**src/rtl/add_sub_chunked.sv**
```systemverilog
// Multi-cycle add/subtract unit: evaluates CHUNK bits per clock, LSB chunk first,
// with the inter-chunk carry held in a register. Valid/ready on both sides.
module add_sub_chunked #(
    parameter int unsigned WIDTH = 32,
    parameter int unsigned CHUNK = 8
) (
    input  logic             clk,
    input  logic             rst,
    input  logic             in_valid,
    output logic             in_ready,
    input  logic [WIDTH-1:0] a,
    input  logic [WIDTH-1:0] b,
    input  logic [1:0]       op,
    input  logic             cin,
    output logic             out_valid,
    input  logic             out_ready,
    output logic [WIDTH-1:0] r,
    output logic             cout,
    output logic             ovf,
    output logic             zero
);

    localparam int unsigned NCHUNK = WIDTH / CHUNK;
    localparam int unsigned KW     = (NCHUNK > 1) ? $clog2(NCHUNK) : 1;

    generate
        if (CHUNK < 1 || CHUNK > WIDTH || (WIDTH % CHUNK) != 0) begin : g_bad_params
            $error("add_sub_chunked: WIDTH must be a non-zero multiple of CHUNK");
        end
    endgenerate

    typedef enum logic [1:0] {StIdle, StRun, StDone} state_e;

    state_e           state_q, state_d;
    logic [KW-1:0]    k_q, k_d;
    logic             carry_q, carry_d;
    logic [WIDTH-1:0] opa_q, opa_d;
    logic [WIDTH-1:0] opb_q, opb_d;
    logic [WIDTH-1:0] r_q, r_d;
    logic             cout_q, cout_d;
    logic             ovf_q, ovf_d;
    logic             zero_q, zero_d;

    logic [CHUNK-1:0] a_chunk, b_chunk;
    logic [CHUNK:0]   sum;
    logic             msb_carry_in;

    // Operands shift right each RUN cycle so the active chunk is always at bit 0;
    // the result shifts in from the top and lands in place after NCHUNK steps.
    always_comb begin
        state_d      = state_q;
        k_d          = k_q;
        carry_d      = carry_q;
        opa_d        = opa_q;
        opb_d        = opb_q;
        r_d          = r_q;
        cout_d       = cout_q;
        ovf_d        = ovf_q;
        zero_d       = zero_q;
        a_chunk      = opa_q[CHUNK-1:0];
        b_chunk      = opb_q[CHUNK-1:0];
        sum          = {1'b0, a_chunk} + {1'b0, b_chunk} + {{CHUNK{1'b0}}, carry_q};
        msb_carry_in = a_chunk[CHUNK-1] ^ b_chunk[CHUNK-1] ^ sum[CHUNK-1];

        unique case (state_q)
            StIdle: begin
                if (in_valid) begin
                    opa_d = a;
                    opb_d = op[0] ? ~b : b;
                    unique case (op)
                        2'b00:   carry_d = 1'b0;
                        2'b01:   carry_d = 1'b1;
                        default: carry_d = cin;
                    endcase
                    k_d     = '0;
                    state_d = StRun;
                end
            end
            StRun: begin
                r_d                     = r_q >> CHUNK;
                r_d[WIDTH-1 -: CHUNK]   = sum[CHUNK-1:0];
                opa_d                   = opa_q >> CHUNK;
                opb_d                   = opb_q >> CHUNK;
                carry_d                 = sum[CHUNK];
                k_d                     = k_q + 1'b1;
                if (k_q == KW'(NCHUNK - 1)) begin
                    cout_d  = sum[CHUNK];
                    ovf_d   = msb_carry_in ^ sum[CHUNK];
                    zero_d  = (r_d == '0);
                    state_d = StDone;
                end
            end
            StDone: begin
                if (out_ready) begin
                    state_d = StIdle;
                end
            end
            default: state_d = StIdle;
        endcase
    end

    always_ff @(posedge clk or posedge rst) begin
        if (rst) begin
            state_q <= StIdle;
            k_q     <= '0;
            carry_q <= 1'b0;
            opa_q   <= '0;
            opb_q   <= '0;
            r_q     <= '0;
            cout_q  <= 1'b0;
            ovf_q   <= 1'b0;
            zero_q  <= 1'b0;
        end else begin
            state_q <= state_d;
            k_q     <= k_d;
            carry_q <= carry_d;
            opa_q   <= opa_d;
            opb_q   <= opb_d;
            r_q     <= r_d;
            cout_q  <= cout_d;
            ovf_q   <= ovf_d;
            zero_q  <= zero_d;
        end
    end

    assign in_ready  = (state_q == StIdle) && !rst;
    assign out_valid = (state_q == StDone);
    assign r         = r_q;
    assign cout      = cout_q;
    assign ovf       = ovf_q;
    assign zero      = zero_q;

endmodule

```
**config.mk**
```make
export PLATFORM = sky130hd
export DESIGN_NAME = add_sub_chunked
export DESIGN_NICKNAME = d
export VERILOG_FILES = /design/src/rtl/add_sub_chunked.sv
export SDC_FILE = /design/constraint.sdc
export NUM_CORES = 1
export LEC_CHECK = 0
export ABC_CLOCK_PERIOD_IN_PS = 7200
export BUFFER_PORTS_ARGS = -buffer_cell sky130_fd_sc_hd__clkbuf_2
export CORE_MARGIN = 1
export CORE_UTILIZATION = 59
export CTS_CLUSTER_SIZE = 16
export DETAILED_ROUTE_END_ITERATION = 10
export PLACE_DENSITY = 0.86
export SLEW_MARGIN = 20
export SYNTH_ARGS = -nofsm -noshare
export SYNTH_HDL_FRONTEND = slang
export SYNTH_SLANG_ARGS = --single-unit
```
**constraint.sdc**
```tcl
create_clock -name clk -period 7.2 [get_ports clk]
set_input_delay 1.8 -clock clk [delete_from_list [all_inputs] [get_ports clk]]
set_output_delay 1.8 -clock clk [all_outputs]
set_load 0.02 [all_outputs]
```
======== Yosys cells after proc, flatten, opt, wreduce, memory -nomap -nowiden ========
Cells that the tools add are included.
storage, ports and cells
  word-level logic and storage cells ...... 46
  output and inout port bits .............. 37
  register bits ........................... 104
  bits of input ports ..................... 71
operators by class
  mux-type cells .......................... 14
  equality and inequality tests ........... 7
  bitwise gates (word level) .............. 4
  add/sub/neg operators ................... 3
  reduce and logical (&&, ||, !) cells .... 9
operators with widths
  operator                                             count
  case mux 32 bit (2 select lines)                     2
  2-to-1 mux 32 bit                                    3
  logical NOT 32 bit                                   1
  NOT 32 bit                                           1
  adder 8 x 8 -> 9 bit                                 1
  adder 9 x 1 -> 9 bit                                 1
  2-to-1 mux 2 bit                                     4
  case mux 2 bit (3 select lines)                      1
  equality test 2 x 1 -> 1 bit, second input constant  2
  equality test 2 bit, second input constant           2
  logical NOT 2 bit                                    2
  != test 2 bit, second input constant                 2
  case mux 1 bit (2 select lines)                      2
  case mux 2 bit (2 select lines)                      1
  AND reduction 2 bit                                  2
  AND reduction 3 bit                                  1
  XOR 1 bit                                            3
  adder 2 x 1 -> 2 bit, second input constant          1
  != test 2 x 1 -> 1 bit, second input constant        1
  nonzero test 2 bit                                   1
  logical AND 1 bit                                    1
  logical NOT 1 bit                                    1
  2-to-1 mux 1 bit                                     1

======== Depth between registers and ports, before layout ========
  word-level depth ........................ 4
  mapped depth ............................ 7
  gate-level depth less buffers ........... 7

======== Worst setup path after synthesis ========
Ideal clock, no wire load.
  path type ............................... input-to-output
  start ................................... in rst
  end ..................................... out in_ready
  cell stages on the path ................. 1
  arrival ................................. 2.255 ns
  required time ........................... 5.400 ns
  path slack .............................. 3.145 ns
  path buffers ............................ 0
  path through ............................ nor3_1
on the way
  longest elaborated chain between the ends .. 2
RTL lines
  what               line  source
  from (decl)        8     input logic rst,
  logical NOT 1 bit  126   assign in_ready = (state_q == StIdle) && !rst;
  logical AND 1 bit  126
  to (decl)          10    output logic in_ready,
Every way passes these cells.

======== Final worst setup path ========
Ends and elaborated chain as after synthesis.

==> impl_summary.md <==
Setup path
The required time reported for the critical path endpoint is 5.40 ns. The slowest stage of the critical path belongs to the cell sky130_fd_sc_hd__clkbuf_2. The type of the setup path with the least slack is input port to output pin. The signal on the critical path passes through clkbuf_2 -> nor3_1 -> clkbuf_2. The startpoint kind of the worst setup timing path is an input port. The largest single stage delay on the critical path is 0.20 ns. The worst setup slack for register-to-register paths is around 4.5 ns.

The capture point of the worst reg-to-reg path is opb_q[28]. The worst setup path is captured at an output pin. The cell class contributing the biggest share of worst-path delay is buffers and inverters. Counting both buffers and inverters, the worst setup path holds a total of 2.

The most numerous cell type found on the critical path is sky130_fd_sc_hd__clkbuf_2. Of all nets on the critical path, the largest fanout is 2. The launch instance of the worst register-to-register path is state_q[1]. The number of cells on the worst reg-to-reg path is 4. The arrival time of data at the critical path endpoint is 2.27 ns.

Logic synthesis
Counting every net in the synthesized netlist gives 616. Of all cell types, the one taking the most synthesized area is sky130_fd_sc_hd__dfrtp_1. Synthesis produced a netlist whose cell count is 535. Summing the sequential cell areas from Yosys gives 51.6% of the chip area. The synthesized design contains 0 enable-type register cells. The number of unique standard cell types used by synthesis is 44.

For this run, asynchronously set or reset flops after synthesis account for 100%. The post-synthesis average cell area is 9.43 sq um. In the post-synthesis netlist, the biggest area contributors are sky130_fd_sc_hd__dfrtp_1, sky130_fd_sc_hd__nand2_1, sky130_fd_sc_hd__o22ai_1, sky130_fd_sc_hd__a21oi_1, sky130_fd_sc_hd__xnor2_1.

Summing every instance area after synthesis gives 5050 sq um. The share of the synthesized area in the top cell type is approximately 52%. During synthesis, Yosys emitted a total of 0 warnings.

The top flip-flop cell by instance count after synthesis is sky130_fd_sc_hd__dfrtp_1. The synthesis-stage register bit count is between 100 and 150.

GRT
Entering global routing, the biggest net connects 74 pins. Global routing used 27.1% of the available tracks across all layers. The initial antenna violation count came to 0. The sum of overflow across all layers after global routing is 0.

The first-pass GRT wire length is roughly 19000 um. The via count of the first global-routing pass is 4201.

CTS
The clock passes through at most 2 buffers. After clock tree synthesis, the clock-pin slew on the worst setup and hold paths is 0.09 ns. Hold repair after CTS inserted 0 buffers. TritonCTS built the clock tree.

CTS placed an instance of sky130_fd_sc_hd__clkbuf_8 at the clock tree root. The number of clock sinks seen by CTS is 104. The post-cts resize count is 0. CTS built an H-tree with a depth of 3.

The number of buffers inserted to repair setup after CTS is 0. The latest clock arrival within the worst-skew pair is 0.36 ns. The TritonCTS buffer count is 9.

Final layout
The final non-filler cell total is 731. Across the whole layout, storage elements account for 2600 sq um. The fraction of final layout cells with drive strength greater than 1 is 22.4%. The layout has 627 filler cells.

Summing all multi-input logic gate instances after layout gives 2260 sq um. The number of antenna cells inserted is 0. From synthesis to final layout, the design area changed by 13.9%. The utilization after layout is 69.6%.

The net count of the finished layout is 702.

Worst hold path
The terminating pin of the worst hold path is r[7]. The startpoint of the tightest hold check path is r[7]. The cell count of the worst hold path is 2. The path class of the tightest hold or removal check is flop to flop.

Detailed routing
For this block, the via count after detailed routing is 4380. The post-route DRC violation count is 0. In the routed layout, each cell is associated on average with a via count of about 6.0. For this block, the initial DRC count from the detailed router was 287.

The first-pass detailed-route iteration total is 5. The routed length per placed instance is around 16 um. The count of nets left with antenna violations once routing finished came out at 0. For this block, the routed nets add up to 11500 um of wire.

STA
At the pin with the least slew margin, the transition time is 1.04 ns. Setup repair after global routing left no endpoint under its margin. The clock skew is 0.0103 ns. The number of hold violations in the final report is 0.

Of the available clock period, the critical path in the final layout requires 56.5%. In this run the tightest slew margin relative to its limit is 30.4%. The number of slew-limit violations in the final report came to 0. The number of failing setup endpoints in the final timing report is 0.

The worst path needs 4.07 ns of the cycle, external delays included. The setup total negative slack is 0 ns. The upper clock frequency limit is 246 MHz.

Floorplanning
The count of standard-cell rows is 33. The floorplan step defined a die boundary enclosing about 8900 sq um. For this configuration, the core starts out at a cell density of 61.1%. The die boundary width is 94.5 um. The vertical die dimension is 94.5 um. ~110 I/O pins were placed. The core outline area is 8260 sq um.

Pwr
In this run the static leakage power is 2.70 nW. After layout, the design draws a total of 2.87 mW. The power per cell area is 499 nW/um^2. VDD sags by at most 428 uV.

Outcome
The run finished with clean final reports.

Place
Detailed placement ended at an HPWL of around 8000 um. In this run, placement finished with an instance count of 715. The routability-driven placement congestion ratio is ~0.8. The number of I/O port buffers is 107.

Flow run
The tool flagged a number of max-cap violations equal to 0.
==> power by group <==
| part | internal [mW] | leakage (nW) | switching [mW] |
|---|---|---|---|
| combinational | 0.554 | 1.36 | 0.891 |
| sequential | 0.866 | 1.26 | 0.237 |
| clock | 0.128 | 0.0810 | 0.194 |
| total | 1.55 | 2.70 | 1.32 |
==> how the worst max path moves through the flow <==
stage,to,cells past startpoint,slack [ns],start
global route,in_ready,3,3.11,rst
detailed placement,in_ready,3,3.13,rst
CTS,in_ready,3,3.12,rst
floorplan,carry_q,1,2.67,rst
finish,in_ready,3,3.13,rst
global placement,in_ready,3,3.17,rst
==> layer usage <==
layer | up-vias | routed length [um] | track usage (%) | share of wire, %
li1 | 2047 | - | - | -
met3 | 41 | 712 | 4.99 | 6.2
met1 | 2106 | 4670 | 34.2 | 40
met2 | 186 | 5710 | 44.5 | 50
met5 | - | 0 | 0 | 0
met4 | 0 | 433 | 14.3 | 3.8
==> cell usage in the layout, fill, tap and decap left out, types with 3 or more instances in the layout <==
master	count
sky130_fd_sc_hd__nand2_2	3
sky130_fd_sc_hd__o22ai_1	52
sky130_fd_sc_hd__nand3_1	5
sky130_fd_sc_hd__nand4_1	3
sky130_fd_sc_hd__buf_4	4
sky130_fd_sc_hd__nor4_1	7
sky130_fd_sc_hd__nor2b_1	3
sky130_fd_sc_hd__nor2_1	31
sky130_fd_sc_hd__a22o_1	17
sky130_fd_sc_hd__xor2_1	11
sky130_fd_sc_hd__ha_1	8
sky130_fd_sc_hd__dfrtp_1	104
sky130_fd_sc_hd__clkbuf_8	9
sky130_fd_sc_hd__a21oi_1	54
sky130_fd_sc_hd__o21a_1	3
sky130_fd_sc_hd__clkbuf_2	107
sky130_fd_sc_hd__nand2_1	114
sky130_fd_sc_hd__o21ai_0	27
sky130_fd_sc_hd__clkbuf_1	3
sky130_fd_sc_hd__xnor2_1	25
==> cells in the mapped netlist, types with 4 or more instances <==
library cell	n
sky130_fd_sc_hd__nor4_1	7
sky130_fd_sc_hd__nand2_1	115
sky130_fd_sc_hd__buf_4	4
sky130_fd_sc_hd__a21oi_1	54
sky130_fd_sc_hd__o22ai_1	52
sky130_fd_sc_hd__nor2b_1	4
sky130_fd_sc_hd__clkbuf_1	12
sky130_fd_sc_hd__xnor2_1	25
sky130_fd_sc_hd__buf_1	4
sky130_fd_sc_hd__dfrtp_1	104
sky130_fd_sc_hd__a22o_1	17
sky130_fd_sc_hd__xor2_1	11
sky130_fd_sc_hd__ha_1	8
sky130_fd_sc_hd__nand3_1	5
sky130_fd_sc_hd__buf_2	16
sky130_fd_sc_hd__o21ai_0	27
sky130_fd_sc_hd__nor2_1	31
==> flip-flops by register name, summed over array words and instances (netlist names) <==
signal,flops
state_q,2
ovf,1
opa_q,32
k_q,2
zero,1
opb_q,32
carry_q,1
r,32
cout,1
==> kinds of logic (layout without fill, tap and decap cells) <==
logic type	after synthesis	in the layout	share of synthesized area [%]
AOI/OAI and AO/OA	167	167	20.7
xor gates and xnor gates	36	36	6.25
adders and majority gates	10	10	2.78
buffers and inverters	41	132	3.74
DFF	104	104	51.6
muxes	2	2	0.422
and+or+nand+nor	175	175	14.6
==> layout make-up <==
cell class	instances	area share, %
clock buffers	12	2.35
multi-input cells	390	39.3
well taps	105	2.29
inverters	5	0.370
repair buffers	111	9.84
flip-flops and latches	104	45.3
clock inverters	4	0.523
==> through the flow <==
stage / hold WS, ns / worst slack [ns] / cell area, sq um
after global placement: 0.458 / 3.17 / 5580
after floorplan: 0.446 / 2.67 / 5050
after global routing: 0.502 / 3.11 / 5750
after detailed placement: 0.462 / 3.13 / 5580
after CTS: 0.484 / 3.12 / 5750
final: 0.478 / 3.13 / 5750
==> worst register-to-register path: stages, from the launching register on <==
cell and delay [ns]:
sky130_fd_sc_hd__dfrtp_1 0.47, sky130_fd_sc_hd__inv_2 0.70, sky130_fd_sc_hd__nand2_2 0.59, sky130_fd_sc_hd__nor2_2 0.69
sky130_fd_sc_hd__a22o_1 0.23
No activity file was read; power rests on OpenSTA's default activity.
